==> src/rtl/mult_share_arbiter_pkg.sv <==
// Shared definitions for the multiplier-sharing arbiter: FSM encoding,
// default sizing and a width helper for requester indices.
package mult_share_arbiter_pkg;

  localparam int DEFAULT_WIDTH   = 8;
  localparam int DEFAULT_NUM_REQ = 4;

  typedef enum logic [1:0] {
    ST_IDLE = 2'd0,
    ST_MULT = 2'd1,
    ST_HOLD = 2'd2
  } state_t;

  // Bits needed to index n items; never less than 1 so ports stay legal.
  function automatic int clog2_min1(input int n);
    int r;
    r = 0;
    for (int v = n - 1; v > 0; v = v >> 1) r++;
    return (r < 1) ? 1 : r;
  endfunction

endpackage

==> src/rtl/mult_share_arbiter_core.sv <==
// Combinational unsigned WIDTH x WIDTH multiplier; full 2*WIDTH product.
module mult_core #(
  parameter int WIDTH = 8
) (
  input  logic [WIDTH-1:0]   a_i,
  input  logic [WIDTH-1:0]   b_i,
  output logic [2*WIDTH-1:0] q_o
);

  assign q_o = (2*WIDTH)'(a_i) * (2*WIDTH)'(b_i);

endmodule

==> src/rtl/mult_share_arbiter.sv <==
// Round-robin front end for one shared multiplier: captures the winner's
// operands, registers the product and holds it until acknowledged.
module mult_share_arbiter
  import mult_share_arbiter_pkg::*;
#(
  parameter int  WIDTH   = DEFAULT_WIDTH,
  parameter int  NUM_REQ = DEFAULT_NUM_REQ,
  localparam int ID_W    = clog2_min1(NUM_REQ)
) (
  input  logic                     clk,
  input  logic                     reset,
  input  logic [NUM_REQ-1:0]       req,
  input  logic [NUM_REQ*WIDTH-1:0] a_in,
  input  logic [NUM_REQ*WIDTH-1:0] b_in,
  output logic [NUM_REQ-1:0]       grant,
  output logic                     res_valid,
  output logic [ID_W-1:0]          res_id,
  output logic [2*WIDTH-1:0]       res_q,
  input  logic                     res_ack,
  output logic                     busy,
  output state_t                   dbg_state,
  output logic [ID_W-1:0]          dbg_rr_ptr
);

  // Handshakes: grant is a one-cycle pulse meaning "operands captured";
  // res_valid stays high with res_q/res_id stable until res_ack is sampled
  // high at a clock edge; res_ack with res_valid low has no effect.

  state_t               state_q, state_d;
  logic [ID_W-1:0]      rr_ptr_q, id_q, res_id_q, win_id, next_ptr;
  logic [WIDTH-1:0]     a_q, b_q, win_a, win_b;
  logic [NUM_REQ-1:0]   grant_q, masked_req;
  logic                 res_valid_q;
  logic [2*WIDTH-1:0]   prod_q, mult_q;
  logic                 start, load_res, done;

  mult_core #(.WIDTH(WIDTH)) u_core (
    .a_i (a_q),
    .b_i (b_q),
    .q_o (mult_q)
  );

  // Rotate-mask-priority: lowest set request at or above rr_ptr wins,
  // otherwise wrap around to the lowest set request overall.
  always_comb begin
    masked_req = '0;
    win_id     = '0;
    win_a      = '0;
    win_b      = '0;
    for (int i = 0; i < NUM_REQ; i++)
      masked_req[i] = req[i] && (ID_W'(i) >= rr_ptr_q);
    for (int i = NUM_REQ - 1; i >= 0; i--)
      if (req[i]) win_id = ID_W'(i);
    for (int i = NUM_REQ - 1; i >= 0; i--)
      if (masked_req[i]) win_id = ID_W'(i);
    for (int i = 0; i < NUM_REQ; i++) begin
      if (ID_W'(i) == win_id) begin
        win_a = a_in[i*WIDTH +: WIDTH];
        win_b = b_in[i*WIDTH +: WIDTH];
      end
    end
  end

  assign next_ptr = (id_q == ID_W'(NUM_REQ - 1)) ? '0 : id_q + ID_W'(1);

  always_ff @(posedge clk) begin
    if (reset) state_q <= ST_IDLE;
    else       state_q <= state_d;
  end

  always_comb begin
    state_d = state_q;
    case (state_q)
      ST_IDLE: if (|req) state_d = ST_MULT;
      ST_MULT: state_d = ST_HOLD;
      ST_HOLD: if (res_ack) state_d = ST_IDLE;
      default: state_d = ST_IDLE;
    endcase
  end

  always_comb begin
    busy     = (state_q != ST_IDLE);
    start    = (state_q == ST_IDLE) && (|req);
    load_res = (state_q == ST_MULT);
    done     = (state_q == ST_HOLD) && res_ack;
  end

  always_ff @(posedge clk) begin
    if (reset) begin
      rr_ptr_q    <= '0;
      id_q        <= '0;
      a_q         <= '0;
      b_q         <= '0;
      grant_q     <= '0;
      res_valid_q <= 1'b0;
      res_id_q    <= '0;
      prod_q      <= '0;
    end else begin
      grant_q <= '0;
      if (start) begin
        a_q     <= win_a;
        b_q     <= win_b;
        id_q    <= win_id;
        grant_q <= NUM_REQ'(1) << win_id;
      end
      if (load_res) begin
        prod_q      <= mult_q;
        res_id_q    <= id_q;
        res_valid_q <= 1'b1;
      end
      if (done) begin
        res_valid_q <= 1'b0;
        rr_ptr_q    <= next_ptr;
      end
    end
  end

  assign grant      = grant_q;
  assign res_valid  = res_valid_q;
  assign res_id     = res_id_q;
  assign res_q      = prod_q;
  assign dbg_state  = state_q;
  assign dbg_rr_ptr = rr_ptr_q;

endmodule
==> config.mk <==
export PLATFORM = sky130hd
export DESIGN_NAME = mult_share_arbiter
export DESIGN_NICKNAME = d
export VERILOG_FILES = /design/src/rtl/mult_share_arbiter_pkg.sv /design/src/rtl/mult_share_arbiter_core.sv /design/src/rtl/mult_share_arbiter.sv
export SDC_FILE = /design/constraint.sdc
export NUM_CORES = 1
export LEC_CHECK = 0
export BUFFER_PORTS_ARGS = -buffer_cell sky130_fd_sc_hd__buf_4
export CAP_MARGIN = 20
export CORE_ASPECT_RATIO = 1.1
export CORE_MARGIN = 2
export CORE_UTILIZATION = 25
export CTS_BUF_LIST = sky130_fd_sc_hd__clkbuf_2
export DETAILED_ROUTE_END_ITERATION = 10
export PLACE_DENSITY = 0.42
export SLEW_MARGIN = 20
export SYNTH_ARGS = -nofsm -noshare
export SYNTH_HDL_FRONTEND = slang
export SYNTH_SLANG_ARGS = --single-unit
export TNS_END_PERCENT = 20
==> constraint.sdc <==
create_clock -name clk -period 5.3 [get_ports clk]
set_clock_uncertainty 0.1 [all_clocks]
set_input_delay 0.795 -clock clk [delete_from_list [all_inputs] [get_ports clk]]
set_output_delay 0.795 -clock clk [all_outputs]
set_load 0.05 [all_outputs]
# Yosys cells after proc, flatten, opt, wreduce, memory -nomap -nowiden
# Index checks and enable logic that the tools add are counted.
# totals
ff_bits	45
latch_bits	0
mem_bits_rw	0
romBits	0
input_bits	71
out_inout_bits	28
elab_cells	58
n_memories	0
# classes
addsub	1
mul	1
n_div	0
n_lt_le_gt_ge	4
n_eq_ne	8
shift	1
n_mux	20
bitwise_logic	1
n_reduce_logical	13
# op_table
op	n
two-way mux 8 bit	8
two-way mux 2 bit	11
multiplier 8 x 8 -> 16 bit	1
logical AND 1 bit	6
case mux 2 bit (3 select lines)	1
equality test 2 bit, first input constant	2
equality test 2 bit, second input constant	2
>= comparator 1 x 2 -> 1 bit, first input constant	2
>= comparator 2 bit, first input constant	2
logical NOT 2 bit	2
inequality test 2 bit, second input constant	2
OR reduction 2 bit	2
OR reduction 4 bit	1
left shift 1 x 2 -> 4 bit, first input constant	1
adder 2 x 1 -> 2 bit, second input constant	1
equality test 1 x 2 -> 1 bit, first input constant	1
equality test 2 x 1 -> 1 bit, second input constant	1
AND reduction 2 bit	1
nonzero test 2 bit	1
inverter 1 bit	1

# Depth between registers and ports, before layout
# Gate-level depths: netlist (run 1).
# depth
ltp_word	13
mapped_depth	15
ltp_nobuf	15

# By module
# From an unflattened synthesis (run 1), not the netlist that was laid out.
# unflattened
cells_unflattened	521
hier_area_um2	4384.2
# modules_own_cells
module	instances	cells_per_inst	area_each_um2	seq_area_each_um2
mult_core	1	259	2207.1	0.0
mult_share_arbiter	1	262	2177.1	900.9

# Worst setup path before layout (run 1)
# No wires, ideal clock.
# synth_timing
path_type	register to register
start	reg a_q[0]
end	reg prod_q[11] (netlist: res_q[11])
setup_ns	0.132
arrival_ns	3.854
required_ns	5.068
slack_ns	1.214
path_stages_with_launch	14
n_path_buf	0
synth_period_minus_slack_ns	4.086
cell_sequence	dfxtp_1 nand2_1 fa_1 fa_1 inv_1 fa_1 inv_1 fa_1 inv_1 ha_1 a2111o_1 o21ai_0 xor2_1 a21oi_1
# synth_via
elab_chain_cells	1
# synth_rtl
element	line	text
start, declared	mult_share_arbiter.sv:31	logic [WIDTH-1:0] a_q, b_q, win_a, win_b;
start signal, assigned	mult_share_arbiter.sv:101	a_q <= win_a;
multiplier 8 x 8 -> 16 bit	mult_share_arbiter_core.sv:10	assign q_o = (2*WIDTH)'(a_i) * (2*WIDTH)'(b_i);
end signal, assigned	mult_share_arbiter.sv:107	prod_q <= mult_q;
end, declared	mult_share_arbiter.sv:34	logic [2*WIDTH-1:0] prod_q, mult_q;
# Every way passes these cells.
# A chain may end at the register's enable or synchronous reset.

# Worst setup path after layout (run 1)
# layout_timing
start	reg a_q[0]
end	reg prod_q[13] (netlist: res_q[13])
# The elaborated chain is that of the path after synthesis.

==> impl_results.md, run 1 <==
* PD cells at 206 nW/um^2
* Hold path endpoint: res_q[0]
* Die width at 130 um
* PortBufs at 98
* Max stage delay cell, worst path: dfxtp_1
* Rel. slew slack at 0.454
* Gates resized, CTS repair at 0
* ANT nets after route at 0
* Slew Limit Fails at 0
* Register area share after synthesis at 0.207
* Core area at 17,100 sq um
* Hold_buf cts at 0
* Filler Cell Count at 1,847
* R2R setup slack at a little over 0.8 ns
* Max cap viols at 0
* Avg WL per Cell at 16.0 um
* Synth Flop Type: dfxtp_1
* Initial Util at 0.255
* Initial antenna violation count at 0
* Simple-gate share of the synthesized area at 0.205
* Share of layout cells above drive strength 1 at 0.222
* Largest stage delay, worst path at 0.58 ns
* WS Path Type: reg -> reg
* Vias in the first global route at about 3,900
* Starting DRT DRC Count at 146
* Overflow after GRT at 0
* I/O pins at 99
* Total leakage power at 2.45 nW
* Worst r2r src: a_q[0]
* Setup TNS at 0 ns
* Hold Path Stages at 2
* Req. time, crit path at 5.61 ns
* Fin crit period at ~4.5 ns
* Final setup viols at 0
* Status: complete, no violations
* Area growth, synth to finish at 21.9%
* Ys Warns at 0
* Clock buffer count from CTS at 5
* R2R depth at 13
* Setup repair bufs after CTS at 0
* Arrival @ worst endpoint at roughly 4.8 ns
* Antenna Cells at 0
* Multi-input gate area at 3110 sq um
* CP Max Fanout at 9
* CP top delay family: adder cells
* Via count at between 3,000 and 4,000
* Final Hold Fails at 0
* Unique masters post-synth at 66
* Pin count of the biggest net entering global routing at 35
* Max Freq at 0.223 GHz
* Clock sinks at 45
* Final wirelength at between 10,000 and 15,000 um
* Synth Area in Compound Gates at 0.228
* Mux contribution to synthesized area at 0.00459
* Die ar. at between 15,000 and 20,000 sq um
* H-Tree Depth at 2
* CP Capture Type: register
* Adder-cell area share of the yosys netlist at 0.271
* Hpwl dp at 10,700 um
* Cell mode on critical path: fa_1
* WP buf/inv at 3
* Ys async rst share at 0
* Min-Delay Path Class: reg -> reg
* TritonRoute pass-1 iters at 5
* Worst R2R End: res_q[13]
* Synthesis-stage register bit count at 45
* Vias/cell at 4.81
* Post-Syn Area at ~4400 sq um
* Number of core rows at 50
* CP cell instances: nand2_1 > fa_1 > fa_1 > inv_1 > fa_1 > inv_1 > fa_1 > inv_1 > ha_1 > a2111o_1 > o21ai_0 > o21ai_0 > o311ai_1
* Peak VDD IR at between 0.08 and 0.09 mV
* Die Span Y at 143 um
* Worst skew pair latency at 0.47 ns
* Final period utilization at 0.846
* Worst-case clock buffer depth at 2
* Post-Syn Nets at 643
* Syn avg cell area at ~9 sq um
* Post-synth EDFFs at 0
* # DRC at 0
* Register area at 901 sq um
* CTS tree: done
* Hold Startpoint: res_q[0]
* GRT Overall Usage at 0.142
* Root Buffer: clkbuf_2
* CP startpoint kind: register
* First-pass GRT wire length at 20,700 um
* GP Congestion at approximately 0.84
* RSZ-0062 raised after global routing: no
* Post-Syn Instances at 499
* Final worst slack at 0.815 ns
* Final net count at 729
* Slew @ Worst Pin at ~0.8 ns
* DP Worst Slack at 0.811 ns
* Post-synthesis xor/xnor area fraction at 0.00402
* Clk slew on worst S/H paths at 0.29 ns
* Largest family of logic cells by synthesized area: adder cells
logic make-up after synthesis:
family                   count (synthesis)
buffers and inverters                   77
XOR/XNOR                                 2
AO/OA/AOI/OAI                          134
flip-flops                              45
AND/OR/NAND/NOR                        166
adder cells (fa/ha/maj)                 73
multiplexers                             2
sequential cells by signal, summed over array words and instances, names as in the netlist:
signal,cells
grant,4
res_id,2
b_q,8
id_q,2
a_q,8
dbg_rr_ptr,2
res_q,16
dbg_state,2
res_valid,1
cell usage in the layout, fill, tap and decap left out, drive strengths merged, types with 8 or more instances in the layout:
cell	netlist	routed
buf	14	100
inv	56	57
and2	52	52
dfxtp	45	45
nand2	40	40
ha	37	37
fa	36	36
a21oi	35	35
nor2	27	27
o21ai	25	25
nand3	11	11
a221oi	8	8
a22oi	8	8
o22ai	8	8
power breakdown:
part | internal (mW) | total (mW) | switching, mW
clock | 0.0333 | 0.166 | 0.133
sequential | 0.372 | 0.428 | 0.0557
combinational | 0.202 | 0.501 | 0.299
synthesized netlist by cell type, types with 3 or more instances:
cell,n,area share
o221ai_1,7,0.014
nor2_1,25,0.022
clkbuf_1,7,0.0060
inv_1,56,0.048
a21o_1,4,0.0069
or2_1,4,0.0057
o22ai_1,4,0.0057
nand3_1,11,0.013
buf_2,6,0.0069
o21ai_0,23,0.026
o211ai_1,4,0.0069
and2_1,52,0.075
buf_6,4,0.010
a31oi_1,3,0.0043
fa_1,36,0.17
o21a_1,3,0.0052
o22ai_2,4,0.011
a221oi_1,8,0.016
nand2_1,40,0.034
a2bb2oi_2,6,0.021
nand2b_1,7,0.010
nor3_1,5,0.0057
dfxtp_1,45,0.21
a22oi_1,8,0.014
ha_1,37,0.11
a21oi_1,33,0.038
nor2b_1,4,0.0057
per-layer routing:
metal / GRT usage / vias to the layer above / part of all wire
li1: - / 1915 / -
met1: 0.181 / 1950 / 0.43
met2: 0.251 / 73 / 0.52
met3: 0.0233 / 7 / 0.038
met4: 0.0306 / 0 / 0.0099
met5: 0 / - / 0
tightest hold or removal path, delay by kind of cell (launching register included):
| family | cells | cell delay (ns) |
|---|---|---|
| and+or+nand+nor | 1 | 0.05 |
| AOI/OAI and AO/OA | 1 | 0.05 |
| DFF | 1 | 0.38 |
stage by stage:
stage          cells  total power [mW]  instance area (sq um)   util  hold WS, ns
4_1_cts          820              1.12                   5310  0.311        0.375
2_1_floorplan    499             0.772                   4360      -        0.349
5_1_grt          820              1.19                   5310  0.311        0.394
6_report         820              1.10                   5310  0.311        0.375
3_5_place_dp     812             0.946                   5270  0.308        0.348
3_3_place_gp     812             0.943                   5270  0.308        0.344
worst max-delay path by stage:
stage | from | end | slack [ns] | cells after the start
finish | a_q[0] | res_q[13] | 0.81 | 13
global route | a_q[0] | res_q[12] | 0.52 | 14
CTS | a_q[0] | res_q[11] | 0.81 | 13
detailed placement | a_q[0] | res_q[11] | 0.81 | 13
global placement | a_q[0] | res_q[11] | 0.92 | 13
floorplan | a_q[0] | res_q[11] | 1.21 | 13
layout make-up:
cell class	instances	share of cell area
multi-input combinational	377	0.586
sequential	45	0.170
timing repair buffer	100	0.141
tap	234	0.0551
inverter	56	0.0396
clock buffer	5	0.00471
clock inverter	3	0.00400
No activity file was read; power rests on OpenSTA's default activity.
==> run 2, diff against run 1 <==
PLACE_DENSITY = 0.44   (was 0.42)
clock period = 4.1 ns   (was 5.3 ns; I/O delays follow)
==> run 2 against run 1 <==
Compared with the run above:
- critical path depth rose by 3
- hold slack worse by 0.099 ns
- first-iteration DRC count down 36%
- sequential share of layout area decreased by 0.99 points
- clock power grew 100%
- total power rose by 55%
- sequential power grew 25%
- clock-buffer cell count did not move
- register-to-register slack worse by 0.66 ns
- maximum frequency grew 14%
- setup slack got worse by 0.66 ns
- critical endpoint is now res_q[10]
==> impl_results.md, run 2 (same netlist as run 1, synthesis figures left out) <==
* ANT nets after route at 0
* Final instance area at 5790 sq um
* Initial antenna violation count at 0
* Via count at 4,040
* Clk slew on worst S/H paths at 0.29 ns
* Placed Cells at 841
* DP Area at 5490 sq um
* Commonest non-fill, non-tap cell in the layout: buf_4
* Slew Limit Fails at 0
* Met1 usage at 0.187
* GRT Max-Usage Layer: met2
* TritonRoute pass-1 iters at 4
* DP Worst Slack at -0.152 ns
* Starting DRT DRC Count at 93
* Antenna Cells at 0
* PortBufs at 98
* GP Congestion at about 0.85
* Hold Path Stages at 3
* Non-filler cells, final at 853
* Flip-flop count of the largest register after layout at 16
* Root Buffer: clkbuf_2
* Hold_buf cts at 0
* WS Path Type: reg -> reg
* Final worst slack at approximately 0.15 ns
* Final setup viols at 0
* Req. time, crit path at around 4.4 ns
* Peak VDD IR at 0.165 mV
* CP startpoint kind: register
* Initial Util at 0.255
* Core area at 17,100 sq um
* Status: complete, no violations
* Rel. slew slack at 0.293
* Clock buffer count from CTS at 5
* Final net count at 762
* Max cap viols at 0
* Share of layout cells above drive strength 1 at 0.326
* Die ar. at 18,500 sq um
* I/O pins at 99
* PD cells at 293 nW/um^2
* CP Max Fanout at 6
* # DRC at 0
* Avg WL per Cell at 15.8 um
* First-pass GRT wire length at 21,000 um
* Vias in the first global route at 4,099
* Largest stage delay, worst path at about 0.53 ns
* Final wirelength at 13,500 um
* Area growth, synth to finish at 32.9%
* CTS tree: done
* Final period utilization at 0.962
* Die width at 130 um
* Min-Delay Path Class: in -> reg
* Worst skew pair latency at 0.47 ns
* Slew @ Worst Pin at 1.06 ns
* Commonest non-fill, non-tap cells in the layout: 133 x buf_4, 54 x inv_1, 50 x and2_1
* R2R depth at 16
* Vias/cell at 4.74
* Max stage delay cell, worst path: fa_1
* H-Tree Depth at 2
* Setup TNS at 0 ns
* Die Span Y at between 100 and 150 um
* GRT Overall Usage at 0.144
* Arrival @ worst endpoint at between 4 and 5 ns
* Number of core rows at 50
* Total leakage power at 2.67 nW
* Max Freq at ~0.25 GHz
* GR Util met3 at 0.0241
* CP Capture Type: register
* Final Hold Fails at 0
* CP cell instances: nand2_2 > fa_1 > fa_1 > inv_1 > fa_1 > inv_1 > fa_1 > inv_1 > ha_4 > buf_4 > o21ai_4 > buf_4 > nand2b_1 > o311a_1 > o21ai_0 > o311ai_1
* Clock sinks at 45
* M2 GR Usage at 0.245
* Hpwl dp at between 10,000 and 15,000 um
* Total power at approximately 1.7 mW
* Overflow after GRT at 0
* Worst-case clock buffer depth at 2
* Pin count of the biggest net entering global routing at 35
* Cell mode on critical path: fa_1
* Fin crit period at slightly below 4 ns
[run 2: cell count changes in the layout (fill, tap and decap cells not counted), moves of 5 or more]
cell	previous run	this run
ha_4	0	5
o21ai_0	23	17
ha_1	37	32
dfxtp_2	0	7
buf_4	100	133
dfxtp_1	45	34
[run 2: repair_timing]
item / in CTS / in global routing
resized for setup: 9 / 44
pin swaps: 3 / 26
setup endpoints to repair: 8 / 9
setup buffers: 0 / 4
[run 2: worst paths after layout]
path	start	end	slack [ns]
setup / recovery	a_q[2]	res_q[10]	0.15
hold reg to reg	res_q[0]	res_q[0]	0.38
hold / removal	res_ack	dbg_state[1]	0.28
setup reg to reg	a_q[2]	res_q[10]	0.15
[run 2: layout make-up]
type	instances	area, sq um
Fill cell	1819	11300
Multi-Input combinational cell	377	3270
Timing Repair Buffer	133	998
Sequential cell	45	925
Tap cell	234	293
Inverter	56	210
Clock inverter	3	68.8
Clock buffer	5	25.0
[run 2: power breakdown]
group,internal (mW),switching (mW)
clock,0.166,0.173
combinational,0.365,0.461
sequential,0.485,0.0481
[run 2: critical path, delay by kind of cell, from the launching register on]
| family | cells | cell delay, ns |
|---|---|---|
| buffers and inverters | 5 | 0.44 |
| AOI/OAI and AO/OA | 4 | 0.57 |
| DFF | 1 | 0.43 |
| and+or+nand+nor | 2 | 0.11 |
| adders and majority gates | 5 | 2.23 |
[run 2: metal layers]
metal  vias up  wire (um)  part of all wire
met3        16        522             0.039
met5         -          0                 0
met1      1948       6120              0.45
met4         0        272             0.020
met2       100       6580              0.49
li1       1976          -                 -
[run 2: per-stage QoR]
step,hold slack [ns],utilization
2_1_floorplan,0.349,-
3_3_place_gp,0.343,0.321
3_5_place_dp,0.349,0.321
4_1_cts,0.228,0.328
5_1_grt,0.204,0.339
6_report,0.276,0.339
